## src/rtl/multicycle_control_fsm.sv

```systemverilog
// Main controller for the multicycle RV32 subset core: sequences the shared ALU,
// memory port and register file, with a memory ready handshake on every access.
module multicycle_control_fsm #(
    parameter int unsigned CNT_W = 32
) (
    input  logic             clk,
    input  logic             rst_n,
    input  logic [6:0]       opcode,
    input  logic             zero,
    input  logic             mem_ready,
    output logic             mem_req,
    output logic             memWrite,
    output logic             adrSrc,
    output logic             irWrite,
    output logic             pcWrite,
    output logic             regWrite,
    output logic [1:0]       aluSrcA,
    output logic [1:0]       aluSrcB,
    output logic [2:0]       immSrc,
    output logic [1:0]       resultSrc,
    output logic [1:0]       aluOp,
    output logic             instr_done,
    output logic             illegal_op,
    output logic [CNT_W-1:0] instret
);

    localparam int unsigned OP_W = 7;

    localparam logic [OP_W-1:0] OP_LW   = 7'b0000011;
    localparam logic [OP_W-1:0] OP_SW   = 7'b0100011;
    localparam logic [OP_W-1:0] OP_RTYP = 7'b0110011;
    localparam logic [OP_W-1:0] OP_ITYP = 7'b0010011;
    localparam logic [OP_W-1:0] OP_BEQ  = 7'b1100011;
    localparam logic [OP_W-1:0] OP_JAL  = 7'b1101111;
    localparam logic [OP_W-1:0] OP_LUI  = 7'b0110111;

    typedef enum logic [3:0] {
        S_IDLE,
        S_FETCH,
        S_DECODE,
        S_MEMADR,
        S_MEMREAD,
        S_MEMWB,
        S_MEMWRITE,
        S_EXECR,
        S_EXECI,
        S_ALUWB,
        S_BEQ,
        S_JAL,
        S_LUI
    } state_e;

    state_e             state_q, state_d;
    logic               illegal_op_q, illegal_op_d;
    logic [CNT_W-1:0]   instret_q, instret_d;

    // State, sticky illegal flag and retired-instruction counter
    always_ff @(posedge clk or negedge rst_n) begin
        if (!rst_n) begin
            state_q      <= S_IDLE;
            illegal_op_q <= 1'b0;
            instret_q    <= '0;
        end else begin
            state_q      <= state_d;
            illegal_op_q <= illegal_op_d;
            instret_q    <= instret_d;
        end
    end

    // Next-state and Moore control decode; mem_ready only matters in memory states
    always_comb begin
        state_d      = state_q;
        illegal_op_d = illegal_op_q;
        mem_req      = 1'b0;
        memWrite     = 1'b0;
        adrSrc       = 1'b0;
        irWrite      = 1'b0;
        pcWrite      = 1'b0;
        regWrite     = 1'b0;
        aluSrcA      = 2'b00;
        aluSrcB      = 2'b00;
        immSrc       = 3'b000;
        resultSrc    = 2'b00;
        aluOp        = 2'b00;
        instr_done   = 1'b0;

        case (state_q)
            S_IDLE: begin
                state_d = S_FETCH;
            end
            S_FETCH: begin
                mem_req   = 1'b1;
                aluSrcB   = 2'b10;
                resultSrc = 2'b10;
                if (mem_ready) begin
                    irWrite = 1'b1;
                    pcWrite = 1'b1;
                    state_d = S_DECODE;
                end
            end
            S_DECODE: begin
                // Branch/jump target is precomputed here into ALUOut
                aluSrcA = 2'b01;
                aluSrcB = 2'b01;
                if (opcode == OP_BEQ) begin
                    immSrc = 3'b010;
                end else if (opcode == OP_JAL) begin
                    immSrc = 3'b011;
                end
                case (opcode)
                    OP_LW, OP_SW: state_d = S_MEMADR;
                    OP_RTYP:      state_d = S_EXECR;
                    OP_ITYP:      state_d = S_EXECI;
                    OP_BEQ:       state_d = S_BEQ;
                    OP_JAL:       state_d = S_JAL;
                    OP_LUI:       state_d = S_LUI;
                    default: begin
                        state_d      = S_FETCH;
                        illegal_op_d = 1'b1;
                    end
                endcase
            end
            S_MEMADR: begin
                aluSrcA = 2'b10;
                aluSrcB = 2'b01;
                if (opcode == OP_SW) begin
                    immSrc  = 3'b001;
                    state_d = S_MEMWRITE;
                end else begin
                    state_d = S_MEMREAD;
                end
            end
            S_MEMREAD: begin
                mem_req = 1'b1;
                adrSrc  = 1'b1;
                if (mem_ready) begin
                    state_d = S_MEMWB;
                end
            end
            S_MEMWB: begin
                resultSrc  = 2'b01;
                regWrite   = 1'b1;
                instr_done = 1'b1;
                state_d    = S_FETCH;
            end
            S_MEMWRITE: begin
                mem_req  = 1'b1;
                memWrite = 1'b1;
                adrSrc   = 1'b1;
                if (mem_ready) begin
                    instr_done = 1'b1;
                    state_d    = S_FETCH;
                end
            end
            S_EXECR: begin
                aluSrcA = 2'b10;
                aluOp   = 2'b10;
                state_d = S_ALUWB;
            end
            S_EXECI: begin
                aluSrcA = 2'b10;
                aluSrcB = 2'b01;
                aluOp   = 2'b10;
                state_d = S_ALUWB;
            end
            S_ALUWB: begin
                regWrite   = 1'b1;
                instr_done = 1'b1;
                state_d    = S_FETCH;
            end
            S_BEQ: begin
                aluSrcA    = 2'b10;
                aluOp      = 2'b01;
                pcWrite    = zero;
                instr_done = 1'b1;
                state_d    = S_FETCH;
            end
            S_JAL: begin
                // PC takes the target; oldPC+4 is formed here for rd in ALUWB
                aluSrcA = 2'b01;
                aluSrcB = 2'b10;
                immSrc  = 3'b011;
                pcWrite = 1'b1;
                state_d = S_ALUWB;
            end
            S_LUI: begin
                immSrc     = 3'b100;
                resultSrc  = 2'b11;
                regWrite   = 1'b1;
                instr_done = 1'b1;
                state_d    = S_FETCH;
            end
            default: begin
                state_d = S_IDLE;
            end
        endcase

        instret_d = instr_done ? instret_q + CNT_W'(1) : instret_q;
    end

    assign illegal_op = illegal_op_q;
    assign instret    = instret_q;

endmodule

```

## config.mk

```make
export PLATFORM = sky130hd
export DESIGN_NAME = multicycle_control_fsm
export DESIGN_NICKNAME = d
export VERILOG_FILES = /design/src/rtl/multicycle_control_fsm.sv
export SDC_FILE = /design/constraint.sdc
export NUM_CORES = 1
export LEC_CHECK = 0
export CORE_ASPECT_RATIO = 0.75
export CORE_UTILIZATION = 43
export CTS_BUF_LIST = sky130_fd_sc_hd__clkbuf_16
export DETAILED_ROUTE_END_ITERATION = 12
export DONT_BUFFER_PORTS = 1
export GPL_TIMING_DRIVEN = 0
export SYNTH_ARGS = -nofsm -noshare
export SYNTH_HDL_FRONTEND = slang
export SYNTH_SLANG_ARGS = --single-unit
```

## constraint.sdc

```tcl
create_clock -name clk -period 2 [get_ports clk]
set_clock_uncertainty 0.2 [all_clocks]
set_input_delay 0.4 -clock clk [delete_from_list [all_inputs] [get_ports clk]]
set_output_delay 0.4 -clock clk [all_outputs]
set_load 0.02 [all_outputs]
```

==> flow_metrics.tcl <==
set metrics [dict create \
    crit_path_start "state_q[2]" \
    synth_largest_area_cell "dfrtp_1" \
    portBuffers 0 \
    route.detailed.drc 0 \
    place_inst 306 \
    numCtsBuffers 5 \
    synthCells 246 \
    fin_ws_ns -0.221 \
    r2r-start "state_q[2]" \
    layout.cells.non_filler 345 \
    dp_slack_ns -0.327 \
    vias_per_cell 5.88 \
    period_share_pct 111 \
    setup_viol 38 \
    tritoncts "yes" \
    antenna_cells 0 \
    worstPathRequired_ns 1.40 \
    syn_nets 258 \
    synthToLayoutAreaGrowth_pct 54.3 \
    wl_per_cell_um 18.7 \
    grt_usage_pct 23.1 \
    rsz0062_at_grt "yes" \
    ant_nets 0 \
    drt_pass1_iterations 5 \
    violations "setup timing" \
    whs_path_depth 3 \
    die_y_um 64.3 \
    cp.arrival_ns 1.62 \
    holdWs_ns 0.165 \
    ys.flop_type "dfrtp_1" \
    cts.sinks 37 \
    reg2regPathDepth 8 \
    ioPinCount 62 \
    finalCriticalPeriod_ns 2.22 \
    cts_buffer_depth 2 \
    slew_viol_final 0 \
    synthArstFlopShare_pct 100 \
    yosysMostFrequentCell "dfrtp_1" \
    synth_edf_count 0 \
    final_area_mm2 0.00343 \
    rows 22 \
    clock.fmax_ghz 0.450 \
    final-hold-violation-count 0 \
    overflow 0 \
    start_util_pct 45.1 \
    hp-class "primary input to flop" \
    relSlewSlack_pct 69.7 \
    cap_violations 0 \
    ir_worst_vdd_mv 0.488 \
    fillCellCount 335 \
    yosysSeqAreaShare_pct 41.6 \
    grt_first_pass_wirelength_um 9720 \
    critPathKind "flop to output port" \
    core_mm2 0.00493 \
    syn_area_per_cell_um2 9.04 \
    vias 2030 \
    r2r_end "instret[20]" \
    wirelength_um 6470 \
    gp_congestion 0.840 \
    yosys-top-cells-count "37 x dfrtp_1, 22 x nor2_1, 20 x nand2_1, 20 x xnor2_1" \
    clk_pin_slew_ns 0.05 \
    ys_types 45 \
    worst_pin_slew_ns 0.450 \
    synth_area_mm2 0.00222 \
    drtIter0Drc 123 \
    worstPathMaxFanout 8 \
    antenna_found_initial 0 \
    p_leak_nw 1.45 \
    hold_path_end "state_q[2]" \
    die_w_um 85.0 \
    total_power_mw 3.91 \
    synth_top_area_share_pct 41.6 \
    die_area_mm2 0.00547 \
    synth.area.top_cells "dfrtp_1 42%, xnor2_1 7.9%, xor2_1 5.5%, nor2_1 3.7%, nand2_1 3.4%" \
    root_buffer "clkbuf_16" \
    hold_start "mem_ready" \
    drive_gt1_share_pct 48.4 \
    yosysWarningCount 0 \
    finalNetCount 296 \
    grt_max_degree 38 \
    reg2reg_setup_slack_ns -0.20 \
    first_global_vias 1966 \
    status "finished with violations" \
    critPathCaptureType "output port" \
    hpwlAfterDp_um 3450 \
    h-tree-depth 2 \
    worstSetupStartpointType "flop" \
    dpl_cell_area_mm2 0.00234 \
    clock_latency_ns 0.28 \
    synth_seq_cells 37 \
    power_density_mw_per_mm2 1140 \
]
-- worst max path at each step --
stage / endpoint / slack (ns) / cells past startpoint
4_1_cts: instr_done / -0.21 / 5
6_report: instr_done / -0.22 / 5
2_1_floorplan: instret[1] / -0.02 / 6
3_3_place_gp: instret[23] / -0.32 / 6
3_5_place_dp: instret[23] / -0.33 / 6
5_1_grt: instret[30] / -0.32 / 5
-- stage by stage --
step	setup TNS, ns	util, %
4_1_cts	-2.53	63.4
5_1_grt	-6.49	69.6
3_5_place_dp	-5.46	47.6
2_1_floorplan	-0.0248	-
6_report	-3.84	69.6
3_3_place_gp	-4.95	47.6
-- timing repair --
| item | in CTS | in global routing |
|---|---|---|
| resized for setup | 97 | 55 |
| buffers inserted | 17 | 11 |
| cloned | 2 | 0 |
| endpoints found under the setup margin | 48 | 47 |
| hold endpoints to repair | 37 | 0 |
| pin swaps | 23 | 35 |
| hold buffers | 2 | 0 |
-- sequential cells by signal (all words and copies together), names as in the netlist --
register,count
instret,32
illegal_op,1
state_q,4
-- area by class of cell --
class / count / area, um^2 / share of cell area, %
buffer: 12 / 171 / 5.00
sequential: 37 / 938 / 27.4
tap: 60 / 75.1 / 2.19
clock inverter: 3 / 13.8 / 0.401
clock buffer: 5 / 125 / 3.65
inverter: 9 / 38.8 / 1.13
multi-input combinational: 187 / 1710 / 49.8
timing repair buffer: 32 / 360 / 10.5
-- cells in the final DEF, fill, tap and decap left out, types with 8 or more instances in the layout --
master     count
nand2_1       12
nand4_1        8
clkbuf_16      8
xor2_1        13
buf_4         13
nor2_1         8
xnor2_1       19
dfrtp_2       10
buf_6         14
inv_1          8
nand3_1        8
dfrtp_1       27
-- report_power, final --
group,total (mW),switching (mW),leakage (nW),internal (mW)
Clock,0.745,0.293,0.0748,0.452
Combinational,2.13,1.14,0.916,0.994
Sequential,1.03,0.194,0.463,0.838
Total,3.91,1.63,1.45,2.28
-- worst max-delay path: stages, from the launching register on --
cell and delay [ns]:
dfrtp_1 0.39, buf_6 0.15, nand2b_4 0.18, a311oi_4 0.32, or2_4 0.18, buf_8 0.12
-- cells by family (layout without fill, tap and decap cells) --
kind of cell / count (synthesis) / count (layout) / share of synthesized area (%)
flip-flops: 37 / 37 / 41.6
buffers and inverters: 22 / 61 / 4.11
adder cells (fa/ha/maj): 1 / 1 / 0.563
AO/OA/AOI/OAI: 36 / 36 / 12.5
XOR/XNOR: 34 / 34 / 13.4
multiplexers: 1 / 1 / 0.506
AND/OR/NAND/NOR: 115 / 115 / 27.2
-- routing by layer --
metal,GRT usage [%],vias up,routed length [um]
met5,0,-,0
met1,32.8,1012,3040
met3,6.72,2,409
li1,-,944,-
met2,34.6,72,2990
met4,5.72,0,25
Power figures use the tool's default switching activity.
